File: config.mk
export PLATFORM = sky130hd
export DESIGN_NAME = mac_rx_ingress_arb
export DESIGN_NICKNAME = d
export VERILOG_FILES = /design/src/rtl/mac_rx_ingress_arb.sv
export SDC_FILE = /design/constraint.sdc
export NUM_CORES = 1
export LEC_CHECK = 0
export ABC_AREA = 1
export BUFFER_PORTS_ARGS = -buffer_cell sky130_fd_sc_hd__buf_4
export CORE_UTILIZATION = 60
export CTS_BUF_LIST = sky130_fd_sc_hd__clkbuf_2
export DETAILED_ROUTE_END_ITERATION = 12
export PLACE_DENSITY = 0.85
export RECOVER_POWER = 50
export REMOVE_ABC_BUFFERS = 1
export SETUP_SLACK_MARGIN = 0.5
export SYNTH_ARGS = -nofsm -noshare
export SYNTH_HDL_FRONTEND = slang
export SYNTH_SLANG_ARGS = --single-unit
File: constraint.sdc
create_clock -name clk -period 4 [get_ports clk]
set_input_delay 0.2 -clock clk [delete_from_list [all_inputs] [get_ports clk]]
set_output_delay 0.2 -clock clk [all_outputs]
set_load 0.02 [all_outputs]
File: src/rtl/mac_rx_ingress_arb.sv
// rtl/mac_rx_ingress_arb.sv - drains best-effort and TTE MAC RX queues, arbitrates per frame,
// drops bad frames and streams accepted frames bytewise with valid/ready.
module mac_rx_ingress_arb #(
  parameter int MIN_LEN      = 64,
  parameter int MAX_LEN      = 1518,
  parameter int STARVE_LIMIT = 4
) (
  input  logic        clk,
  input  logic        rstn,
  output logic        data_fifo_rd,
  input  logic [7:0]  data_fifo_dout,
  output logic        ptr_fifo_rd,
  input  logic [15:0] ptr_fifo_dout,
  input  logic        ptr_fifo_empty,
  output logic        tte_fifo_rd,
  input  logic [7:0]  tte_fifo_dout,
  output logic        tteptr_fifo_rd,
  input  logic [15:0] tteptr_fifo_dout,
  input  logic        tteptr_fifo_empty,
  output logic        out_valid,
  input  logic        out_ready,
  output logic [7:0]  out_data,
  output logic        out_sof,
  output logic        out_eof,
  output logic        out_tte,
  output logic [11:0] out_len,
  output logic [15:0] drop_cnt,
  output logic        busy
);
  localparam logic [2:0] S_IDLE   = 3'd0;
  localparam logic [2:0] S_PTR    = 3'd1;
  localparam logic [2:0] S_DECIDE = 3'd2;
  localparam logic [2:0] S_XFER   = 3'd3;
  localparam logic [2:0] S_DROP   = 3'd4;
  localparam logic [2:0] S_DONE   = 3'd5;
  localparam int SW = $clog2(STARVE_LIMIT + 1);
  localparam logic [SW-1:0] STARVE_MAX = SW'(STARVE_LIMIT);
  localparam logic [11:0] MIN_L = 12'(MIN_LEN);
  localparam logic [11:0] MAX_L = 12'(MAX_LEN);

  logic [2:0]    r_state;
  logic          r_tte;
  logic          r_err;
  logic [11:0]   r_len;
  logic [11:0]   r_rd_left;
  logic [11:0]   r_out_cnt;
  logic [SW-1:0] r_starve;
  logic          r_inflight;
  logic [7:0]    r_skid [2];
  logic [1:0]    r_skid_cnt;
  logic          r_valid;
  logic [7:0]    r_data;
  logic          r_sof;
  logic          r_eof;
  logic [15:0]   r_drop_cnt;

  logic       w_grant_tte, w_grant_be, w_bad, w_accept, w_load;
  logic       w_xfer_rd, w_drop_rd, w_data_rd, w_push, w_pop;
  logic [2:0] w_occ;
  logic [7:0] w_din, w_head;
  logic       w_unused;

  // Reserved descriptor bits carry nothing this block needs.
  assign w_unused = ^{ptr_fifo_dout[14:12], tteptr_fifo_dout[14:12]};

  // Grant is combinational in IDLE so the ptr read lands in the sampling cycle; gated by rstn
  // so that every output is low while reset is held.
  assign w_grant_tte = (r_state == S_IDLE) && rstn && !tteptr_fifo_empty &&
                       (ptr_fifo_empty || (r_starve < STARVE_MAX));
  assign w_grant_be  = (r_state == S_IDLE) && rstn && !ptr_fifo_empty && !w_grant_tte;

  assign w_bad    = r_err || (r_len < MIN_L) || (r_len > MAX_L);
  assign w_accept = r_valid && out_ready;
  assign w_din    = r_tte ? tte_fifo_dout : data_fifo_dout;
  assign w_head   = (r_skid_cnt != 2'd0) ? r_skid[0] : w_din;
  assign w_load   = (r_state == S_XFER) && ((r_skid_cnt != 2'd0) || r_inflight) &&
                    (!r_valid || w_accept);

  // Bytes held or owed after this cycle's accept; the output register counts as storage so
  // reads never run more than two ahead of accepts.
  assign w_occ = {2'b00, r_valid} + {1'b0, r_skid_cnt} + {2'b00, r_inflight} - {2'b00, w_accept};

  assign w_xfer_rd = (((r_state == S_DECIDE) && !w_bad) || (r_state == S_XFER)) &&
                     (r_rd_left != 12'd0) && (w_occ < 3'd2);
  assign w_drop_rd = (r_state == S_DROP) && (r_rd_left != 12'd0);
  assign w_data_rd = w_xfer_rd || w_drop_rd;
  assign w_pop     = w_load && (r_skid_cnt != 2'd0);
  assign w_push    = r_inflight && !(w_load && (r_skid_cnt == 2'd0));

  assign data_fifo_rd   = w_data_rd && !r_tte;
  assign tte_fifo_rd    = w_data_rd && r_tte;
  assign ptr_fifo_rd    = w_grant_be;
  assign tteptr_fifo_rd = w_grant_tte;
  assign out_valid      = r_valid;
  assign out_data       = r_data;
  assign out_sof        = r_sof;
  assign out_eof        = r_eof;
  assign out_tte        = r_tte;
  assign out_len        = r_len;
  assign drop_cnt       = r_drop_cnt;
  assign busy           = (r_state != S_IDLE);

  always_ff @(posedge clk or negedge rstn) begin
    if (!rstn) begin
      r_state    <= S_IDLE;
      r_tte      <= 1'b0;
      r_err      <= 1'b0;
      r_len      <= 12'd0;
      r_rd_left  <= 12'd0;
      r_starve   <= '0;
      r_drop_cnt <= 16'd0;
    end else begin
      if (w_data_rd) r_rd_left <= r_rd_left - 12'd1;
      case (r_state)
        S_IDLE: begin
          if (w_grant_tte) begin
            r_tte   <= 1'b1;
            r_state <= S_PTR;
            if (!ptr_fifo_empty) r_starve <= r_starve + 1'b1;
          end else if (w_grant_be) begin
            r_tte    <= 1'b0;
            r_state  <= S_PTR;
            r_starve <= '0;
          end
        end
        S_PTR: begin
          r_err     <= r_tte ? tteptr_fifo_dout[15] : ptr_fifo_dout[15];
          r_len     <= r_tte ? tteptr_fifo_dout[11:0] : ptr_fifo_dout[11:0];
          r_rd_left <= r_tte ? tteptr_fifo_dout[11:0] : ptr_fifo_dout[11:0];
          r_state   <= S_DECIDE;
        end
        S_DECIDE: begin
          if (w_bad) begin
            r_state <= S_DROP;
            if (r_drop_cnt != 16'hFFFF) r_drop_cnt <= r_drop_cnt + 16'd1;
          end else begin
            r_state <= S_XFER;
          end
        end
        S_XFER:  if (w_accept && r_eof) r_state <= S_DONE;
        S_DROP:  if (r_rd_left <= 12'd1) r_state <= S_DONE;
        S_DONE:  r_state <= S_IDLE;
        default: r_state <= S_IDLE;
      endcase
    end
  end

  always_ff @(posedge clk or negedge rstn) begin
    if (!rstn) begin
      r_inflight <= 1'b0;
      r_skid[0]  <= 8'd0;
      r_skid[1]  <= 8'd0;
      r_skid_cnt <= 2'd0;
      r_valid    <= 1'b0;
      r_data     <= 8'd0;
      r_sof      <= 1'b0;
      r_eof      <= 1'b0;
      r_out_cnt  <= 12'd0;
    end else begin
      r_inflight <= w_xfer_rd;
      if (r_state == S_PTR) r_out_cnt <= 12'd0;
      if (w_push && !w_pop) begin
        r_skid[r_skid_cnt[0]] <= w_din;
        r_skid_cnt            <= r_skid_cnt + 2'd1;
      end else if (w_pop && !w_push) begin
        r_skid[0]  <= r_skid[1];
        r_skid_cnt <= r_skid_cnt - 2'd1;
      end else if (w_push && w_pop) begin
        if (r_skid_cnt == 2'd1) begin
          r_skid[0] <= w_din;
        end else begin
          r_skid[0] <= r_skid[1];
          r_skid[1] <= w_din;
        end
      end
      if (w_load) begin
        r_valid   <= 1'b1;
        r_data    <= w_head;
        r_sof     <= (r_out_cnt == 12'd0);
        r_eof     <= (r_out_cnt == r_len - 12'd1);
        r_out_cnt <= r_out_cnt + 12'd1;
      end else if (w_accept) begin
        r_valid <= 1'b0;
      end
    end
  end
endmodule

==> results of run 1 <==
## critical path, delay by kind of cell (launching register included)
kind | cells | cell delay [ps]
compound gates | 3 | 370
fa+ha+maj | 3 | 970
buf+inv | 4 | 300
flops | 1 | 450
simple gates | 5 | 420
## layer usage
layer | up-vias | global-route usage, %
met5 | - | 0
met4 | 0 | 9.73
met3 | 20 | 3.96
met2 | 215 | 50.1
met1 | 2487 | 38.0
li1 | 2599 | -
## timing repair
item,CTS,global route
pin swaps,0,2
endpoints found under the hold margin,64,1
buffers inserted,1,4
endpoints found under the setup margin,2,2
gates resized for setup,0,3
hold buffers,35,1
## kinds of logic (layout without fill, tap and decap cells)
family / after synthesis / in the layout / share of synthesized area, %
fa+ha+maj: 15 / 15 / 3.57
mux: 1 / 1 / 0.183
buf+inv: 108 / 240 / 8.34
compound gates: 103 / 103 / 11.4
simple gates: 372 / 372 / 29.5
flops: 90 / 90 / 41.2
xor+xnor: 33 / 33 / 5.70
## state kept, by name, indices dropped and copies added, names as in the netlist
name and flops:
out_valid 1, r_state 3, r_starve 3, out_sof 1
out_len 12, r_rd_left 12, r_inflight 1, r_skid 16
r_out_cnt 12, out_eof 1, r_err 1, r_skid_cnt 2
out_tte 1, out_data 8, drop_cnt 16
## layout make-up
class,count,area [µm²],area share (%)
well taps,108,135,2.04
clock buffers,9,45.0,0.681
inverters,88,330,5.00
multi-input cells,524,2760,41.8
repair buffers,136,1030,15.6
flip-flops and latches,90,2250,34.1
clock inverters,7,58.8,0.889
## report_power, final
group | internal (mW) | switching [mW] | leakage [nW]
sequential | 1.22 | 0.308 | 1.15
combinational | 0.947 | 1.50 | 2.12
clock | 0.0960 | 0.349 | 0.0672
total | 2.27 | 2.15 | 3.34
## worst max path at each step
stage | from | end | slack, ps | depth (start not counted)
2_1_floorplan | r_state[2] | r_out_cnt[6] | 1130 | 4
5_1_grt | out_valid | tte_fifo_rd | 520 | 15
3_5_place_dp | r_skid_cnt[0] | r_skid[15] | 850 | 13
3_3_place_gp | r_skid_cnt[0] | r_skid[9] | 1050 | 13
4_1_cts | out_valid | tte_fifo_rd | 520 | 15
6_report | out_valid | tte_fifo_rd | 710 | 15
## placed cells by master (no fill, tap or decap), types with 3 or more instances in the layout
master / instances
nand2_1: 219
dfrtp_1: 90
inv_1: 82
buf_4: 78
nor2_1: 62
o21ai_0: 43
dlygate4sd3_1: 36
nand3_1: 32
clkbuf_1: 22
xor2_1: 19
nand4_1: 18
ha_1: 14
a21oi_1: 13
xnor2_1: 12
nor3_1: 11
a31oi_1: 10
or2_2: 9
clkbuf_2: 9
a22oi_1: 8
o221ai_1: 8
o21ai_1: 6
inv_2: 5
nor4_1: 4
o22ai_1: 4
nor2_2: 4
inv_6: 4
nor3_2: 3
nor2_4: 3
==> impl_metrics.ini, run 1 <==
[floorplanning]
core_mm2 = 0.00876
dieHeight_um = 97.4
rows = 34
start_util_pct = 62.3
io_pins = 98
dieArea_mm2 = 0.00949
die_width_um = 97.4

[clock_network]
cts-root-buf = clkbuf_2
path_clk_slew_ps = 260
cts_max_path_buffers = 2
cts.sinks = 90
cts_tree = done
cts-htree-levels = 3
cts_buffers = 9
clock_latency_ps = 590

[synth]
synthCells = 722
synth_cell_type_count = 47
synth.cell_area_mm2 = 0.00546
ys_seq_area_share_pct = 41.2
synth_top_flop_cell = dfrtp_1
syn_avg_cell_area_um2 = 7.57
ys_seq_elements = 90
synth.largest_area_cell = dfrtp_1
synth_top_area_share_pct = 41.2
synth_edf_count = 0
async_reset_ff_share_pct = 100
netlist_top_cells_area = dfrtp_1 (41%), nand2_1 (15%), inv_1 (5.7%)
synthTopCellsByCount = nand2_1 (219), dfrtp_1 (90), inv_1 (83)
yosysMostFrequentCell = nand2_1
synth-warning-count = 0

[grt]
grt_usage_pct = 29.1
antenna_found_initial = 0
grt_max_degree = 48
grt_pass1_wl_um = 22400
grt-ovfl-total = 0
grt_pass1_vias = 4995

[timing]
rsz0062_at_grt = false
fin_tns_setup_ps = 0
hold_viol = 0
fin_crit_sh_pct = 82.1
fin_ws_ps = 715
worstMarginPinSlew_ps = 2510
hold_ws_ps = 11.6
slew_violations = 48
fmax_mhz = 304
relSlewSlack_pct = -67.1
skew_ps = 34.9
finalSetupViolCount = 0
period_needed_ps = 3290

[power]
finalPower_mw = 4.42
powerDensity_mw_per_mm2 = 668
p_leak_nw = 3.34
vdd.ir_drop.worst_uv = 489

[layout]
final_nets = 917
stdcell_area_mm2 = 0.00661
n_fill_cell = 639
areaGrowthSynthToFinish_pct = 21.0
postLayoutCoreUtil_pct = 75.5
instances_no_fill = 962
final_layout_size_suffix_gt1_share_pct = 15.0
num_antenna_cells = 0

[detailed_routing]
wire_per_inst_um = 13.9
drt-initial-drc-count = 272
ant_nets = 0
dr_wl_met3_um = 835
wl_met2_um = 6590
finalWirelength_um = 13400
drc_errors = 0
top_layer_used = met4
num_vias = 5321
via_per_inst = 5.53
drtPass1Iterations = 5
met1_length_um = 5760

[placement]
port-buffer-count = 91
postPlaceCellArea_mm2 = 0.00619
dp_cells = 905
dp_slack_ps = 855
dpl.hpwl_um = 9250
gp_congestion = 0.928

[critical_path]
cp_slowest_stage_delay_ps = 450
endpoint_kind = output pin
worstPathRequired_ps = 3800
crit_arrival_ps = 3090
timing.rr.start = r_skid_cnt[0]
worstSetupStartpointType = flip-flop
critical_path_class = reg -> out
worstPathMaxFanout = 5
rr_endpoint = r_skid[14]
crit_chain = nand2_1 > inv_1 > ha_1 > inv_1 > ha_1 > a21o_1 > fa_1 > a21oi_1 > o21ai_1 > nor2_2 > nand2_4 > inv_2 > nor2_1 > nor2_1 > buf_4
reg2reg_depth = 13
crit_slowest_cell = dfrtp_1
reg2reg_slack_ps = 810

[run]
drv_cap = 1

[min_path]
hp-start = data_fifo_dout[0]
min_path_cells = 3
hp-class = in -> reg
worstHoldEndpoint = r_skid[0]

[run_status]
status = finished, violations left
violations = max-capacitance violations, max-slew violations
Note: power is estimated with default switching activity, not from simulation.
==> run 2: changes to the inputs <==
--- a/config.mk
+++ b/config.mk
@@ -7,10 +7,10 @@
 export LEC_CHECK = 0
 export ABC_AREA = 1
 export BUFFER_PORTS_ARGS = -buffer_cell sky130_fd_sc_hd__buf_4
-export CORE_UTILIZATION = 60
+export CORE_UTILIZATION = 53
 export CTS_BUF_LIST = sky130_fd_sc_hd__clkbuf_2
 export DETAILED_ROUTE_END_ITERATION = 12
-export PLACE_DENSITY = 0.85
+export PLACE_DENSITY = 0.79
 export RECOVER_POWER = 50
 export REMOVE_ABC_BUFFERS = 1
 export SETUP_SLACK_MARGIN = 0.5
==> constraint.sdc (replaced) <==
create_clock -name clk -period 3 [get_ports clk]
set_input_delay 0.15 -clock clk [delete_from_list [all_inputs] [get_ports clk]]
set_output_delay 0.15 -clock clk [all_outputs]
set_load 0.02 [all_outputs]
==> impl_metrics.ini, run 2 (same netlist as run 1, synthesis figures left out) <==
[run_status]
status = finished, violations left
violations = negative setup slack

[timing]
hold_viol = 0
worstMarginPinSlew_ps = 1440
slew_violations = 0
skew_ps = 49.7
rsz0062_at_grt = true
fmax_mhz = 315
fin_ws_ps = -178
fin_crit_sh_pct = 106
period_needed_ps = 3180
finalSetupViolCount = 2
relSlewSlack_pct = 4.01
fin_tns_setup_ps = -327

[floorplanning]
start_util_pct = 55.4
dieHeight_um = 104
core_mm2 = 0.00986
io_pins = 98
dieArea_mm2 = 0.0107
rows = 36
die_width_um = 104

[layout]
stdcell_area_mm2 = 0.00695
n_fill_cell = 760
areaGrowthSynthToFinish_pct = 27.2
final_layout_size_suffix_gt1_share_pct = 17.3
layout_commonest_cell = nand2_1
num_antenna_cells = 0
instances_no_fill = 1011
layout_common_cells = nand2_1 (209), dfrtp_1 (89), inv_1 (79)
final_nets = 941

[grt]
grt_pass1_vias = 5267
grt-ovfl-total = 0
grt_pass1_wl_um = 24200
grt_max_degree = 60
antenna_found_initial = 0
grt_usage_pct = 27.8

[clock_network]
clock_latency_ps = 570
cts_max_path_buffers = 2
cts-htree-levels = 3
cts_buffers = 9
cts-root-buf = clkbuf_2
path_clk_slew_ps = 280
cts.sinks = 90
cts_tree = done

[power]
vdd.ir_drop.worst_uv = 577
swShare_pct = 49.3
comb_power_share_pct = 58.2
power.internal_mw = 3.18
p_sw_mw = 3.10
p_clk_share_pct = 9.2
powerDensity_mw_per_mm2 = 905
p_leak_nw = 3.39
pwr-share-seq_pct = 32.5
finalPower_mw = 6.29

[detailed_routing]
drt-initial-drc-count = 304
drc_errors = 0
via_per_inst = 5.41
finalWirelength_um = 14800
wire_per_inst_um = 14.6
drtPass1Iterations = 5
ant_nets = 0
num_vias = 5471

[placement]
gp_congestion = 0.868
port-buffer-count = 91
postPlaceCellArea_mm2 = 0.00625
dpl.hpwl_um = 9520
dp_cells = 934

[critical_path]
timing.rr.start = out_valid
worstPathRequired_ps = 2850
worstSetupStartpointType = flip-flop
crit_arrival_ps = 3030
critical_path_class = reg -> out
crit_start = out_valid
endpoint_kind = output pin
worstPathMaxFanout = 2

[run]
drv_cap = 0

[min_path]
hp-class = in -> reg
hp-start = data_fifo_dout[1]
run 2: path summary, 6_finish.rpt:
path / end / slack [ps] / cells after the start
min in group asynchronous: r_skid_cnt[1] / 670 / 3
setup / recovery: tte_fifo_rd / -180 / 15
setup reg to reg: r_rd_left[9] / 210 / 17
hold / removal: r_skid[1] / 20 / 3
max in group asynchronous: out_len[0] / 400 / 4
hold reg to reg: r_starve[0] / 510 / 1
run 2: routing by layer:
metal | vias up | part of all wire [%] | GRT usage (%)
met3 | 36 | 5.6 | 4.53
met4 | 0 | 2.4 | 11.5
met5 | - | 0 | 0
met1 | 2576 | 42 | 34.5
li1 | 2647 | - | -
met2 | 212 | 50 | 48.2
run 2: layout make-up:
cell class	instances	area [µm²]	share of cell area, %
clock inverters	6	48.8	0.702
clock buffers	10	50.0	0.720
well taps	133	166	2.40
multi-input cells	526	2910	41.9
inverters	88	340	4.90
flip-flops and latches	90	2250	32.4
repair buffers	158	1170	16.9
run 2: repair_timing:
action,4_1_cts,5_1_grt
cloned,1,1
setup endpoints to repair,30,31
buffers inserted,9,9
pin swaps,8,14
resized for setup,29,26
endpoints found under the hold margin,65,0
hold buffers,41,0
run 2: worst max-delay path, cell delays in order, from the launching register on:
cell	delay [ps]
dfrtp_1	450
nand2_1	70
inv_2	50
ha_4	260
inv_4	30
ha_4	200
a21o_1	160
fa_1	440
a21oi_1	120
o21ai_1	100
nor2_2	150
nand2_4	70
inv_4	60
nor2_4	30
nor2_1	100
buf_4	160
run 2: through the flow:
stage | setup slack [ps] | utilization [%] | hold WS (ps)
global placement | 239 | 63.4 | 116
detailed placement | 158 | 63.4 | 119
global route | -320 | 70.4 | 19.7
CTS | -250 | 70.5 | 1.81
finish | -178 | 70.4 | 24.6
floorplan | 125 | - | -146
run 2: power groups by stage:
stage / Clock [mW] / Sequential [mW] / Combinational (mW)
final: 0.580 / 2.05 / 3.66
after global routing: 0.632 / 2.09 / 4.07
after CTS: 0.579 / 2.03 / 3.53
after detailed placement: 0 / 2.06 / 3.17
after global placement: 0 / 2.04 / 3.05
after floorplan: 0 / 2.19 / 1.98
